`config.mk`:
```
export PLATFORM = sky130hd
export DESIGN_NAME = pram_port_arbiter
export DESIGN_NICKNAME = d
export VERILOG_FILES = /design/src/rtl/pram_port_arbiter.sv
export SDC_FILE = /design/constraint.sdc
export NUM_CORES = 1
export LEC_CHECK = 0
export ABC_AREA = 1
export CAP_MARGIN = 30
export CORE_ASPECT_RATIO = 1.2
export CORE_MARGIN = 4
export CORE_UTILIZATION = 30
export DETAILED_ROUTE_END_ITERATION = 6
export GPL_TIMING_DRIVEN = 0
export HOLD_SLACK_MARGIN = 0.08
export PLACE_DENSITY = 0.68
export SLEW_MARGIN = 20
export SYNTH_ARGS = -nofsm -noshare
export SYNTH_HDL_FRONTEND = slang
export SYNTH_SLANG_ARGS = --single-unit
```
`constraint.sdc`:
```
create_clock -name clk -period 2.25 [get_ports clk]
set_input_delay 0.675 -clock clk [delete_from_list [all_inputs] [get_ports clk]]
set_output_delay 0.675 -clock clk [all_outputs]
set_load 0.02 [all_outputs]
```
`src/rtl/pram_port_arbiter.sv`:
```
// ---------------------------------------------------------------------------
// pram_port_arbiter
//
// Shares one single-port program RAM between an on-chip debugger (OCD) and
// the CPU. Grants are combinational in the request cycle. The RAM strobe is
// registered one cycle later. Read data returns to the owner one cycle after
// that.
//
// Arbitration rules:
//   - OCD has priority.
//   - A CPU that has lost MAX_WAIT consecutive cycles is forced a grant.
//   - When the debugger raises ocd_lock, the arbiter stops granting and
//     waits for outstanding CPU reads to drain. It then gives the OCD
//     exclusive ownership until ocd_lock falls.
//
// Ports:
//   clk, sync_reset                      clock, synchronous active-high reset
//   ocd_req/we/addr/wdata                OCD request channel
//   ocd_gnt, ocd_rvalid, ocd_rdata       OCD grant and read return
//   cpu_req/we/addr/wdata/be             CPU request channel
//   cpu_gnt, cpu_rvalid, cpu_rdata       CPU grant and read return
//   ocd_lock, ocd_lock_ack               exclusive-ownership handshake
//   mem_en/we/addr/wdata/be, mem_rdata   program RAM port
// ---------------------------------------------------------------------------
module pram_port_arbiter #(
    parameter int ADDR_WIDTH = 14,
    parameter int DATA_WIDTH = 32,
    parameter int MAX_WAIT   = 4
) (
    input  logic                  clk,
    input  logic                  sync_reset,

    input  logic                  ocd_req,
    input  logic                  ocd_we,
    input  logic [ADDR_WIDTH-1:0] ocd_addr,
    input  logic [DATA_WIDTH-1:0] ocd_wdata,
    output logic                  ocd_gnt,
    output logic                  ocd_rvalid,
    output logic [DATA_WIDTH-1:0] ocd_rdata,

    input  logic                  cpu_req,
    input  logic                  cpu_we,
    input  logic [ADDR_WIDTH-1:0] cpu_addr,
    input  logic [DATA_WIDTH-1:0] cpu_wdata,
    input  logic [3:0]            cpu_be,
    output logic                  cpu_gnt,
    output logic                  cpu_rvalid,
    output logic [DATA_WIDTH-1:0] cpu_rdata,

    input  logic                  ocd_lock,
    output logic                  ocd_lock_ack,

    output logic                  mem_en,
    output logic                  mem_we,
    output logic [ADDR_WIDTH-1:0] mem_addr,
    output logic [DATA_WIDTH-1:0] mem_wdata,
    output logic [3:0]            mem_be,
    input  logic [DATA_WIDTH-1:0] mem_rdata
);

    localparam logic [1:0] ST_OPEN   = 2'd0;
    localparam logic [1:0] ST_DRAIN  = 2'd1;
    localparam logic [1:0] ST_LOCKED = 2'd2;

    localparam logic [3:0] WAIT_MAX = 4'(MAX_WAIT);

    logic [1:0] state, state_nxt;
    logic [3:0] wait_cnt, wait_nxt;

    // Read-in-flight flags for the T+1 (RAM access) stage.
    logic s1_ocd_rd;
    logic s1_cpu_rd;
    logic cpu_rd_in_flight;

    // Both T+1 and T+2 stages count as in flight. Draining stops only after
    // the CPU has seen its rvalid.
    assign cpu_rd_in_flight = s1_cpu_rd | cpu_rvalid;

    // Grant decision.
    always_comb begin
        // NOTE: every signal assigned in always_comb gets a default first so no latch is inferred.
        ocd_gnt = 1'b0;
        cpu_gnt = 1'b0;
        if (!sync_reset) begin
            case (state)
                ST_OPEN: begin
                    // The cycle that sees ocd_lock issues no grant. This
                    // prevents a new CPU read from slipping in behind the drain.
                    if (!ocd_lock) begin
                        if (ocd_req && !(cpu_req && wait_cnt == WAIT_MAX))
                            ocd_gnt = 1'b1;
                        else if (cpu_req)
                            cpu_gnt = 1'b1;
                    end
                end
                // The unlock cycle grants nothing. Arbitration resumes in OPEN.
                ST_LOCKED: ocd_gnt = ocd_req && ocd_lock;
                default: ;
            endcase
        end
    end

    // Next state and starvation counter.
    always_comb begin
        state_nxt = state;
        case (state)
            ST_OPEN:   if (ocd_lock) state_nxt = ST_DRAIN;
            ST_DRAIN: begin
                if (!ocd_lock)
                    state_nxt = ST_OPEN;
                else if (!cpu_rd_in_flight)
                    state_nxt = ST_LOCKED;
            end
            ST_LOCKED: if (!ocd_lock) state_nxt = ST_OPEN;
            default:   state_nxt = ST_OPEN;
        endcase

        wait_nxt = wait_cnt;
        if (state == ST_LOCKED || !cpu_req || cpu_gnt)
            wait_nxt = 4'd0;
        else if (state == ST_OPEN && wait_cnt < WAIT_MAX)
            wait_nxt = wait_cnt + 4'd1;
    end

    always_ff @(posedge clk) begin
        if (sync_reset) begin
            // NOTE: sequential state uses non-blocking assignments so every register samples pre-edge values.
            state        <= ST_OPEN;
            wait_cnt     <= 4'd0;
            s1_ocd_rd    <= 1'b0;
            s1_cpu_rd    <= 1'b0;
            ocd_rvalid   <= 1'b0;
            cpu_rvalid   <= 1'b0;
            ocd_lock_ack <= 1'b0;
            mem_en       <= 1'b0;
            mem_we       <= 1'b0;
            mem_addr     <= '0;
            mem_wdata    <= '0;
            mem_be       <= 4'h0;
        end else begin
            state        <= state_nxt;
            wait_cnt     <= wait_nxt;
            // Registered from the next state, so it is high exactly while in LOCKED.
            ocd_lock_ack <= (state_nxt == ST_LOCKED);

            s1_ocd_rd    <= ocd_gnt & ~ocd_we;
            s1_cpu_rd    <= cpu_gnt & ~cpu_we;
            ocd_rvalid   <= s1_ocd_rd;
            cpu_rvalid   <= s1_cpu_rd;

            if (ocd_gnt) begin
                mem_en    <= 1'b1;
                mem_we    <= ocd_we;
                mem_addr  <= ocd_addr;
                mem_wdata <= ocd_wdata;
                mem_be    <= 4'hF;
            end else if (cpu_gnt) begin
                mem_en    <= 1'b1;
                mem_we    <= cpu_we;
                mem_addr  <= cpu_addr;
                mem_wdata <= cpu_wdata;
                mem_be    <= cpu_be;
            end else begin
                // Address and data hold their last value. Only the strobes drop.
                mem_en    <= 1'b0;
                mem_we    <= 1'b0;
            end
        end
    end

    // The RAM has a single read bus. rvalid tells each side when it is theirs.
    assign ocd_rdata = mem_rdata;
    assign cpu_rdata = mem_rdata;

endmodule

```
==> results of run 1 <==
==> how the worst max path moves through the flow <==
stage                 from       endpoint  slack (ns)  depth (start not counted)
5_1_grt            cpu_req  mem_wdata[27]      -0.004                         15
3_3_place_gp      ocd_lock        ocd_gnt       -1.11                          8
4_1_cts        wait_cnt[0]        ocd_gnt       0.002                          9
6_report           cpu_req        ocd_gnt        0.07                          7
3_5_place_dp      ocd_lock        ocd_gnt       -1.10                          8
2_1_floorplan   sync_reset        ocd_gnt        0.09                          6
==> logic make-up after synthesis <==
group                      count (synthesis)  share of synthesized area
AOI/OAI and AO/OA                          4                   0.005012
DFF                                       63                     0.3159
buffers and inverters                    211                     0.2780
xor gates and xnor gates                   1                   0.002194
and+or+nand+nor                          375                     0.3927
adders and majority gates                  2                   0.006267
==> metal layers <==
layer  vias up  wire [µm]
met5         -          0
li1       2366          -
met1      1956       5235
met3        14       1199
met4         0        228
met2       166       6779
==> flip-flops by register name, indices dropped and copies added, names as in the netlist <==
name          cells
mem_wdata        32
mem_addr         14
mem_be            4
wait_cnt          4
state             2
cpu_rvalid        1
mem_en            1
mem_we            1
ocd_lock_ack      1
ocd_rvalid        1
s1_cpu_rd         1
s1_ocd_rd         1
==> layout by cell type (no fill, tap or decap), drive strengths merged, types with 2 or more instances in the layout <==
master,synthesis,final
a21oi,3,3
buf,91,101
clkbuf,9,21
clkdlybuf4s50,0,217
clkinv,0,3
dfxtp,63,63
dlygate4sd2,0,2
ha,2,2
inv,111,111
nand2,163,163
nand3,10,10
nand4,47,47
nor2,154,154
==> worst max-delay path, stage by stage <==
cell and delay [ns]:
dlygate4sd2_1 0.24, nand2_1 0.07, nor2_1 0.04, nor2_1 0.14
nand2_2 0.09, nand2_4 0.11, buf_8 0.12
==> Yosys cell counts <==
cell,count,share of area
nor4_1,1,0.0016
nand3_1,9,0.011
buf_4,69,0.13
inv_1,109,0.10
nand2_2,1,0.0016
nor2_4,1,0.0028
clkbuf_1,9,0.0085
buf_6,5,0.014
o21ai_0,1,0.0013
nand2_1,162,0.15
dfxtp_1,63,0.32
a21oi_1,3,0.0038
nand4_1,47,0.074
inv_2,2,0.0019
ha_1,2,0.0063
buf_2,17,0.021
nand3_4,1,0.0044
nor2_2,2,0.0031
xor2_1,1,0.0022
nor2_1,151,0.14
==> cell type report <==
class / count / area share
Clock buffer: 11 / 0.03673
Clock inverter: 5 / 0.008182
Buffer: 98 / 0.1020
Timing Repair Buffer: 233 / 0.3380
Sequential cell: 63 / 0.1836
Tap cell: 164 / 0.02982
Inverter: 111 / 0.06091
Multi-Input combinational cell: 382 / 0.2407
==> per-stage QoR <==
stage	instances	util
finish	1067	0.5361
detailed placement	1042	0.5001
CTS	1065	0.5304
global placement	1042	0.5001
floorplan	656	-
global route	1067	0.5361
==> timing repair <==
action | in CTS | in global routing
hold buffers | 0 | 0
gates cloned | 0 | 1
pin swaps | 7 | 5
setup buffers | 8 | 2
resized for setup | 24 | 24
setup endpoints to repair | 2 | 42
hold endpoints to repair | 0 | 0
==> power groups by stage <==
stage / logic (mW) / clock network, mW / registers, mW
5_1_grt: 1.20 / 1.51 / 1.24
6_report: 1.10 / 1.42 / 1.23
3_3_place_gp: 1.07 / 0 / 1.25
3_5_place_dp: 1.08 / 0 / 1.26
4_1_cts: 1.10 / 1.46 / 1.23
2_1_floorplan: 0.477 / 0 / 1.34
==> results.tsv, run 1 <==
stage	metric	value	unit
clock_tree	Root Driver	clkbuf_16	
global_route	initial antenna violation count	0	
setup_path	critical path fanouts, max	3	
setup_path	crit path kind	in2out	
synth	share of the yosys chip area belonging to registers	0.3159	
layout	synthesis-to-finish area growth	72.36	%
sta	final hold violation count	0	
floorplanning	row count	45	
setup_path	crit end category	output port	
clock_tree	clk sinks	63	
power_and_ir_drop	Power Density	545.4	nW/µm²
routing	via count	4502	
floorplanning	Die W	113.3	µm
synth	mapped cell area	3993	µm²
setup_path	Reg2Reg Setup Slack	0.14	ns
power_and_ir_drop	internal power	2.706	mW
layout	Reg area	1264	µm²
floorplanning	IO Pins	256	
sta	Slew Limit Fails	0	
setup_path	crit path launch type	primary input	
power_and_ir_drop	Clk pwr share	0.379	
power_and_ir_drop	Tot Pwr	3.753	mW
power_and_ir_drop	leakage	3.237	nW
power_and_ir_drop	Logic pwr share	0.293	
setup_path	Critical R2R Launch	wait_cnt[0]	
clock_tree	clock-pin slew on the worst setup and hold paths	0.05	ns
global_route	first-pass GRT wire length	20700	µm
place	Port Buffers	222	
global_route	total track usage	0.1699	
clock_tree	clock latency on the worst-skew pair	0.33	ns
power_and_ir_drop	NetSw	1.047	mW
layout	# diodes	0	
clock_tree	total CTS buffers	9	
global_route	total gr overflow	0	
sta	Final Hold Slack	0.4233	ns
routing	First-pass DRT Iterations	4	
sta	worst-margin pin slew	0.5199	ns
routing	post-DR vias/cell	4.219	
synth	library cells used by synthesis	20	
global_route	largest net degree at the start of global routing	19	
global_route	GRT busiest layer	met2	
clock_tree	H-tree depth	3	
setup_path	Arr. time, crit path	1.50	ns
floorplanning	Core ar.	12840	µm²
setup_path	reg2reg end	mem_wdata[27]	
synth	synthesized area per cell	6.086	µm²
place	DP Wirelength	10370	µm
sta	# setup viols final	0	
sta	Max Clock Skew	0.006389	ns
clock_tree	Clock Path Buffers	2	
layout	nets	1035	
floorplanning	Die Area	15230	µm²
worst_hold_path	hold depth	2	
place	placed cell area	6420	µm²
worst_hold_path	Hold Crit Class	reg2reg	
synth	synth warn	0	
sta	Sum Neg Setup Slack	0	ns
power_and_ir_drop	switch share	0.2791	
routing	WL per Instance	12.60	µm
global_route	met1 Usage GRT	0.1936	
floorplanning	DIE HEIGHT	134.4	µm
synth	Gate Count Post-Synth	656	
routing	Residual DRC	0	
run	max-cap violations	0	
routing	final WL	13440	µm
synth	#FFs+latches synth	63	
synth	post-synth net total	793	
sta	RSZ-0062 raised after global routing	yes	
floorplanning	Starting Density	0.3110	
worst_hold_path	worst hold path endpoint	ocd_rvalid	
layout	area of the multi-input gates	1657	µm²
layout	layout cells sized above 1	0.1517	
setup_path	R2R depth	16	
sta	Tcrit/Tclk final	0.9684	
outcome	status	complete, no violations	
global_route	GR Util met2	0.3060	
sta	min cycle time layout	2.179	ns
power_and_ir_drop	sequential share of power	0.328	
routing	Iter 0 DRT Violations	161	
place	pre-CTS worst setup slack	-1.098	ns
layout	Final Cell Area	6882	µm²
global_route	met3 Use GR	0.04829	
power_and_ir_drop	peak supply drop	0.2676	mV
routing	remaining antenna violation count after routing	0	
layout	fillcell total	1328	
clock_tree	CTS tree	yes	
global_route	vias in the first global route	4210	
worst_hold_path	hold path start	s1_ocd_rd	
sta	Slew headroom	0.6534	
sta	Max Clk Rate	459.0	MHz
sta	final worst slack	0.07116	ns
place	RePlAce Congestion	0.7715	
setup_path	Required @ worst endpoint	1.57	ns
No activity file was read; power rests on OpenSTA's default activity.
==> run 2, diff against run 1 <==
--- a/config.mk
+++ b/config.mk
@@ -7,13 +7,16 @@
 export LEC_CHECK = 0
 export ABC_AREA = 1
 export CAP_MARGIN = 30
+export CELL_PAD_IN_SITES_DETAIL_PLACEMENT = 1
+export CELL_PAD_IN_SITES_GLOBAL_PLACEMENT = 1
 export CORE_ASPECT_RATIO = 1.2
 export CORE_MARGIN = 4
-export CORE_UTILIZATION = 30
+export CORE_UTILIZATION = 23
 export DETAILED_ROUTE_END_ITERATION = 6
 export GPL_TIMING_DRIVEN = 0
 export HOLD_SLACK_MARGIN = 0.08
-export PLACE_DENSITY = 0.68
+export PLACE_DENSITY_LB_ADDON = 0.1
+export SKIP_LAST_GASP = 1
 export SLEW_MARGIN = 20
 export SYNTH_ARGS = -nofsm -noshare
 export SYNTH_HDL_FRONTEND = slang
==> results.tsv, run 2 (synthesized netlist as in run 1, its figures left out) <==
stage	metric	value	unit
layout	synthesis-to-finish area growth	71.07	%
place	Port Buffers	222	
routing	final WL	15310	µm
clock_tree	total CTS buffers	9	
global_route	first-pass GRT wire length	24730	µm
routing	remaining antenna violation count after routing	0	
routing	via count	4672	
sta	worst-margin pin slew	0.5371	ns
routing	Residual DRC	0	
routing	WL per Instance	13.72	µm
setup_path	crit path launch type	primary input	
setup_path	reg2reg end	mem_wdata[18]	
layout	biggest regs	mem_wdata: 32 flops, mem_addr: 14 flops	
layout	nets	1033	
layout	final non-filler cell total	1116	
outcome	status	complete, no violations	
floorplanning	Starting Density	0.2351	
global_route	initial antenna violation count	0	
setup_path	Required @ worst endpoint	1.57	ns
sta	Max Clk Rate	465.5	MHz
sta	final worst slack	0.1018	ns
setup_path	Reg2Reg Setup Slack	0.28	ns
sta	Tcrit/Tclk final	0.9548	
clock_tree	CTS tree	yes	
place	DP Wirelength	12310	µm
global_route	vias in the first global route	5012	
layout	# diodes	0	
place	Inst Count DP	1094	
sta	final hold violation count	0	
worst_hold_path	Hold Crit Class	reg2reg	
sta	Max Clock Skew	0.003763	ns
setup_path	Arr. time, crit path	1.47	ns
global_route	total gr overflow	0	
setup_path	crit end category	output port	
clock_tree	Root Driver	clkbuf_16	
floorplanning	Die W	128.3	µm
setup_path	Critical R2R Launch	wait_cnt[0]	
clock_tree	H-tree depth	3	
clock_tree	clock-pin slew on the worst setup and hold paths	0.05	ns
sta	Final Hold Slack	0.4035	ns
setup_path	critical path endpoint	ocd_gnt	
clock_tree	clk sinks	63	
setup_path	critical path fanouts, max	3	
run	max-cap violations	0	
setup_path	crit path kind	in2out	
layout	commonest non-fill, non-tap cells in the layout	clkdlybuf4s50_1 (217), nand2_1 (160), nor2_1 (151)	
floorplanning	row count	52	
routing	post-DR vias/cell	4.186	
floorplanning	DIE HEIGHT	152.3	µm
power_and_ir_drop	Power Density	533.4	nW/µm²
setup_path	R2R depth	14	
floorplanning	Die Area	19540	µm²
routing	First-pass DRT Iterations	4	
sta	min cycle time layout	2.148	ns
sta	Slew headroom	0.6419	
routing	Iter 0 DRT Violations	138	
sta	# setup viols final	0	
sta	Slew Limit Fails	0	
global_route	total track usage	0.1573	
power_and_ir_drop	leakage	3.187	nW
place	pre-CTS worst setup slack	-1.089	ns
layout	layout cells sized above 1	0.1400	
layout	Most flops, register	mem_wdata	
floorplanning	Core ar.	16980	µm²
clock_tree	Clock Path Buffers	2	
global_route	largest net degree at the start of global routing	19	
layout	commonest non-fill, non-tap cell in the layout	clkdlybuf4s50_1	
layout	max FFs per register	32	
place	RePlAce Congestion	0.7500	
power_and_ir_drop	peak supply drop	0.3156	mV
clock_tree	clock latency on the worst-skew pair	0.33	ns
floorplanning	IO Pins	256	
setup_path	Critical Path Source	ocd_lock	
-- run 2: changes by cell type in the layout (fill, tap and decap cells not counted), sizes merged --
cell / before / now
clkbuf: 21 / 24
clkinv: 3 / 0
buf: 101 / 100
bufinv: 1 / 0
clkdlybuf4s15: 1 / 2
clkinvlp: 1 / 0
dlygate4sd2: 2 / 1
-- run 2: layer usage --
metal / share of wire / vias up / GRT usage / wire (µm)
met5: 0 / - / 0 / 0
met4: 0.021 / 0 / 0.04601 / 315
met3: 0.087 / 16 / 0.05540 / 1328
met2: 0.50 / 166 / 0.2779 / 7660
met1: 0.39 / 2127 / 0.1758 / 6008
li1: - / 2363 / - / -
-- run 2: layout make-up --
type	instances	area, µm²
sequential	63	1264
inverter	111	416.7
timing repair buffer	231	2291
fill	2179	10150
multi-input combinational	382	1637
clock buffer	15	277.8
buffer	98	674.4
tap	216	270.3
-- run 2: per-stage QoR --
stage	TNS, ns	util	area [µm²]	power (mW)
after floorplan	0	-	3993	1.818
after global placement	-10.59	0.3819	6485	2.338
after detailed placement	-11.79	0.3819	6485	2.363
after CTS	0	0.4022	6830	3.709
after global routing	-0.0002444	0.4022	6830	3.878
final	0	0.4022	6830	3.643
-- run 2: how the worst min path moves through the flow --
stage                          from    endpoint  slack [ns]  depth (start not counted)
final                     s1_ocd_rd  ocd_rvalid        0.40                          2
after global routing      s1_ocd_rd  ocd_rvalid        0.44                          2
after CTS                 s1_ocd_rd  ocd_rvalid        0.41                          2
after detailed placement  s1_ocd_rd  ocd_rvalid        0.40                          2
after global placement    s1_ocd_rd  ocd_rvalid        0.40                          2
after floorplan           s1_ocd_rd  ocd_rvalid        0.39                          2
-- run 2: repair_timing --
action	CTS	global route
setup buffers	7	2
pin swaps	8	4
hold buffers	0	0
endpoints found under the setup margin	2	2
resized for setup	25	2
hold endpoints to repair	0	0
-- run 2: report_power, final --
part / leakage, nW / total (mW) / switching (mW) / internal, mW
Combinational: 2.53 / 1.10 / 0.511 / 0.584
Clock: 0.136 / 1.31 / 0.480 / 0.831
Sequential: 0.517 / 1.24 / 0.0425 / 1.19
-- run 2: worst max-delay path, stage by stage --
cell and delay [ns]:
clkdlybuf4s15_1 0.18, inv_2 0.08, nand2_2 0.07, nor2_1 0.14, nand2_2 0.10, nand2_4 0.11, buf_8 0.12
==> run 3, diff against run 2 <==
--- a/config.mk
+++ b/config.mk
@@ -6,7 +6,7 @@
 export NUM_CORES = 1
 export LEC_CHECK = 0
 export ABC_AREA = 1
-export CAP_MARGIN = 30
+export CAP_MARGIN = 10
 export CELL_PAD_IN_SITES_DETAIL_PLACEMENT = 1
 export CELL_PAD_IN_SITES_GLOBAL_PLACEMENT = 1
 export CORE_ASPECT_RATIO = 1.2
==> results of run 3 <==
No change in the layout: final DEF, timing and power equal those of run 2.
==> patch 1: new RTL, settings of run 2 <==
`ADDR_WIDTH`: 14 -> 13.
--- a/src/rtl/pram_port_arbiter.sv
+++ b/src/rtl/pram_port_arbiter.sv
@@ -23,7 +23,7 @@
 //   mem_en/we/addr/wdata/be, mem_rdata   program RAM port
 // ---------------------------------------------------------------------------
 module pram_port_arbiter #(
-    parameter int ADDR_WIDTH = 14,
+    parameter int ADDR_WIDTH = 13,
     parameter int DATA_WIDTH = 32,
     parameter int MAX_WAIT   = 4
 ) (
Ports: changed (resized cpu_addr, mem_addr and ocd_addr); port bits go from 256 to 253. No check against the original RTL was run, so the function may have changed too.
==> patch 1 against run 2 <==
- the run now ends with setup timing left
- via count down 2.2%
- non-clock buffer count down 1
- power up 2.0%
- synthesized cell count down 1.7%
- cell count down 0.90%
- register-to-register slack about the same
- setup slack worse by 100 ps
- wire length down 2.8%
- critical path type unchanged
- global-route usage down 0.42 points
- synthesized area down 1.7%
- final area about the same
- critical path depth up 1
- sequential cell count down 1
==> patch 1: results (changes against run 2) <==
Final layout
  – Fill cells: 2120 (-2.7%)
  – Nets@finish: 1020 (-1.3%)
  – Final non-filler cell total: 1106 (-0.90%)
  – Layout cell share with drive strength beyond 1: 15.5% (+1.5 points)
  – Largest registers: mem_wdata x32, mem_addr x13
  – Cell area after layout: 0.00683 sq mm (about the same)

Timing
  – Final setup fails: 1 (+1)
  – Post-route setup slack: -2.94 ps (-105 ps)
  – Setup TNS: -2.94 ps (-2.94 ps)
  – Fin Hold WS: 402 ps (-1.57 ps)
  – Slew HR: 67.0% (+2.8 points)
  – Clock skew: 3.96 ps (+0.194 ps)

Placement
  – Dpl cell area: 0.00639 sq mm (-1.5%)
  – Gpl congestion: 0.772 (+2.9%)
  – Post-Place Cells: 1080 (-1.3%)
  – Pre-CTS setup slack: -1180 ps (-88.6 ps)
  – PortBufs: 219 (-1.4%)

Route
  – Met1 WL: 5.71 mm (-4.9%)
  – First-pass DRT Iterations: 6 (+2)
  – Starting DRT DRC Count: 159 (+15%)
  – Post-Route WL: 14.9 mm (-2.8%)
  – Metal2 WL: 7.90 mm (+3.1%)
  – WL met3: 1.02 mm (-23%)

Global route
  – Largest net degree at the start of global routing: 11 (-8)
  – First-pass GRT wire length: 23.7 mm (-4.2%)
  – GRT Overall Usage: 15.3% (-0.42 points)
  – Vias in the first global route: 4832 (-3.6%)

Power and ir drop
  – Peak VDD IR: 314 uV (-0.58%)
  – Leak: 0.00319 uW (about the same)

Synth
  – Most frequent cells after synthesis: 160 x nand2_1, 149 x nor2_1, 109 x inv_1
  – Syn Area/Cell: 6.08 sq um (about the same)
  – Mapped Nets: 780 (-1.6%)
  – Synth area leaders: dfxtp_1 32%, nand2_1 15%, nor2_1 14%
  – Post-synthesis sequential area ratio: 31.6% (+0.044 points)
  – Post-synth cell types: 19 (-5.0%)

Run status
  – Violated checks: setup timing
  – Status: finished, violations left

Critical path
  – Worst path arrival time: 1580 ps (+110 ps)
  – Critical path's top delay family: buffers and inverters
  – Worst r2r dst: mem_addr[1]$_SDFFE_PP0P_
  – CP peak stage delay: 230 ps (+50 ps)
  – Critical path origin: ocd_req
  – Launching point of the worst reg2reg path: wait_cnt[1]$_SDFFE_PP0P_
[patch 1: cell types whose count changed after synthesis, sizes merged]
cell | before | now
dfxtp | 63 | 62
nand2 | 163 | 160
nor2 | 154 | 151
nand4 | 47 | 46
inv | 111 | 109
clkbuf | 9 | 8
[patch 1: worst register-to-register path, cell delays in order, from the launching register on]
cell,delay [ps]
dfxtp_2,330
inv_2,50
ha_4,160
nand2_4,80
nor2_4,40
nor2_2,90
nand2_1,90
buf_4,140
buf_4,120
buf_4,170
nand3_4,180
buf_6,170
nand2_1,60
nor2_1,140
nor2_1,60
[patch 1: timing repair]
item | CTS | global route
setup buffers | 9 | 1
pin swaps | 8 | 1
hold buffers | 0 | 0
endpoints found under the setup margin | 2 | 2
resized for setup | 41 | 5
[patch 1: routing by layer]
metal | vias to the layer above | GRT usage, %
li1 | 2333 | -
met1 | 2068 | 17.0
met2 | 150 | 28.7
met3 | 17 | 3.49
met4 | 0 | 5.10
met5 | - | 0
[patch 1: cell families (layout without fill, tap and decap cells)]
group / after synthesis / count (layout) / share of synthesized area (%)
fa+ha+maj: 2 / 2 / 0.638
simple gates: 368 / 368 / 39.1
flops: 62 / 62 / 31.6
buf+inv: 208 / 453 / 27.9
xor+xnor: 1 / 1 / 0.223
compound gates: 4 / 4 / 0.510
[patch 1: final cells by class]
type | count | area share (%)
clock inverters | 4 | 0.660
well taps | 216 | 3.96
multi-input cells | 375 | 24.1
plain buffers | 99 | 10.2
clock buffers | 12 | 3.76
inverters | 109 | 6.03
flip-flops and latches | 62 | 18.2
repair buffers | 229 | 33.0
[patch 1: power by group]
group | total, uW | switching, uW | leakage, uW | internal [uW]
combinational | 1090 | 508 | 0.00253 | 586
clock | 1410 | 497 | 0.000152 | 912
sequential | 1220 | 40.6 | 0.000509 | 1170
total | 3720 | 1050 | 0.00319 | 2670
==> patch 2: new RTL, config.mk and constraints of run 2 <==
Without the edit above. Make the reset (`sync_reset`) asynchronous in one clocked block. Comments in the files are not updated.
--- a/src/rtl/pram_port_arbiter.sv
+++ b/src/rtl/pram_port_arbiter.sv
@@ -122,7 +122,7 @@
             wait_nxt = wait_cnt + 4'd1;
     end
 
-    always_ff @(posedge clk) begin
+    always_ff @(posedge clk or posedge sync_reset) begin
         if (sync_reset) begin
             // NOTE: sequential state uses non-blocking assignments so every register samples pre-edge values.
             state        <= ST_OPEN;
Behaviour: differs if sync_reset is asserted again (counterexample within 4 cycles, from zero or initial values and one cycle with sync_reset high); with sync_reset held inactive, the same outputs for 10 cycles.
==> patch 2 against run 2 <==
- non-clock buffer count up 6
- critical path depth grew 1
- via count down 5.8%
- highest routed layer unchanged
- setup slack lost 61 ps
- sequential cell count is the same
- clock skew is 1.7 ps higher
- final area increased by 6.1%
- register-to-register slack improved by 20 ps
- cell count decreased by 8.9%
- sequential share of layout area up 3.3 points
- wire length rose by 1.9%
- synthesized area hardly changed
Power is not compared: it rests on default switching activity, and its combinational part moved more than twofold at a synthesized area within 25%.
==> patch 2: results (changes against run 2) <==
Final layout
  – Fill cells: 2016 (-7.5%)
  – Final non-filler cell total: 1017 (-8.9%)
  – Largest registers: mem_wdata x32, mem_addr x14
  – Area grow syn2layout: 81.4%
  – Nets@finish: 933 (-9.7%)
  – Ant diodes: 0 (unchanged)
  – Layout cell share with drive strength beyond 1: 24.0% (+10 points)

Power and ir drop
  – P_comb: 2500 uW
  – Flop pwr share: a little under 30%
  – Leak: 0.00353 uW
  – Sequential cell power: 1720 uW
  – P_sw: 2030 uW
  – Peak VDD IR: about 310 uV

Placement
  – Gpl congestion: 0.740 (-1.3%)
  – Pre-CTS setup slack: -1150 ps (-63.3 ps)
  – Hpwl dp: 12.4 mm (+0.65%)
  – PortBufs: 223 (+0.45%)
  – Post-Place Cells: 990 (-9.5%)
  – Dpl cell area: 0.00678 sq mm (+4.5%)

Route
  – Avg WL per Cell: 15.3 um (+12%)
  – First-pass DRT Iterations: 4 (unchanged)
  – Starting DRT DRC Count: 186 (+35%)
  – Vias: 4400 (-5.8%)

Global route
  – Largest net degree at the start of global routing: 31 (+12)
  – First-pass GRT wire length: 25.5 mm (+3.1%)
  – Vias in the first global route: 5065 (+1.1%)
  – GRT Overall Usage: 16.2% (+0.43 points)
  – Initial antenna violation count: 0 (unchanged)

Critical path
  – Crit-path max FO: 6 (+3)
  – CP max-delay cell: clkdlybuf4s15_2
  – Critical path's top delay family: buffers and inverters
  – CP peak stage delay: 230 ps (+50 ps)
  – Worst path arrival time: 1530 ps (+60 ps)

Synth
  – Post-synthesis sequential area ratio: 39.5% (+7.9 points)
  – Syn Area/Cell: 7.27 sq um (+20%)
  – Async S/R FF share, synth: 100% (+100 points)
  – Most frequent cells after synthesis: 160 x nand2_1, 143 x nand3_1, 73 x buf_4
  – Synth area leaders: dfrtp_1 39%, nand3_1 18%, nand2_1 15%
  – Post-synth cell types: 20 (unchanged)
  – Synthesis Warnings: 0 (unchanged)
  – Yosys top cell by area: dfrtp_1
  – Mapped Nets: 686 (-13%)

Run status
  – Status: completed

Worst hold path
  – Hold Path Class: flop to flop

Clock tree
  – H-tree depth: 3 (unchanged)
  – Clock Pin Slew Worst Setup and Hold Paths: 60 ps
  – Clk_lat worst skew: 330 ps (about the same)
  – Root Buffer: clkbuf_16
  – Setup bufs post-CTS: 7 (unchanged)
  – Resized Gates After CTS: 23 (-8.0%)
  – CTS Buf Count: 9 (unchanged)

Timing
  – Worst-margin pin slew: 274 ps (-264 ps)
  – Clock skew: 5.46 ps (+1.70 ps)
[patch 2: cell types whose count changed in the layout (fill, tap and decap cells not counted), sizes merged, moves of 15 or more]
cell / before / now
nand3: 10 / 143
nor2: 154 / 11
nand4: 47 / 2
clkbuf: 24 / 9
inv: 111 / 60
dfrtp: 0 / 63
dfxtp: 63 / 0
[patch 2: area by class of cell]
type / instances / area share [%]
repair buffers: 237 / 33.0
multi-input cells: 329 / 23.8
flip-flops and latches: 63 / 21.8
plain buffers: 98 / 10.0
well taps: 216 / 3.73
inverters: 58 / 3.16
clock buffers: 9 / 3.11
clock inverters: 7 / 1.43
[patch 2: cell families after synthesis]
kind of cell / Yosys count / share of synthesized area, %
DFF: 63 / 39.5
adders and majority gates: 2 / 0.626
buffers and inverters: 157 / 23.5
AOI/OAI and AO/OA: 5 / 0.626
and+or+nand+nor: 321 / 35.6
xor gates and xnor gates: 1 / 0.219
[patch 2: routing by layer]
layer,track usage [%],routed length (um)
met1,17.8,5740
met2,29.5,8260
met3,4.70,1380
met4,4.90,226
met5,0,0
[patch 2: final timing paths]
| check | from | end | slack (ps) | cells after the start |
|---|---|---|---|---|
| setup / recovery | sync_reset | cpu_gnt | 40 | 8 |
| hold / removal | s1_ocd_rd$_DFF_PP0_ | ocd_rvalid$_DFF_PP0_ | 360 | 0 |
| setup reg to reg | wait_cnt[1]$_DFFE_PP0P_ | mem_addr[10]$_DFFE_PP0P_ | 300 | 14 |
| hold reg to reg | s1_ocd_rd$_DFF_PP0_ | ocd_rvalid$_DFF_PP0_ | 360 | 0 |
| max in group asynchronous | sync_reset | mem_wdata[28]$_DFFE_PP0P_ | 1220 | 5 |
| min in group asynchronous | sync_reset | mem_wdata[24]$_DFFE_PP0P_ | 610 | 4 |
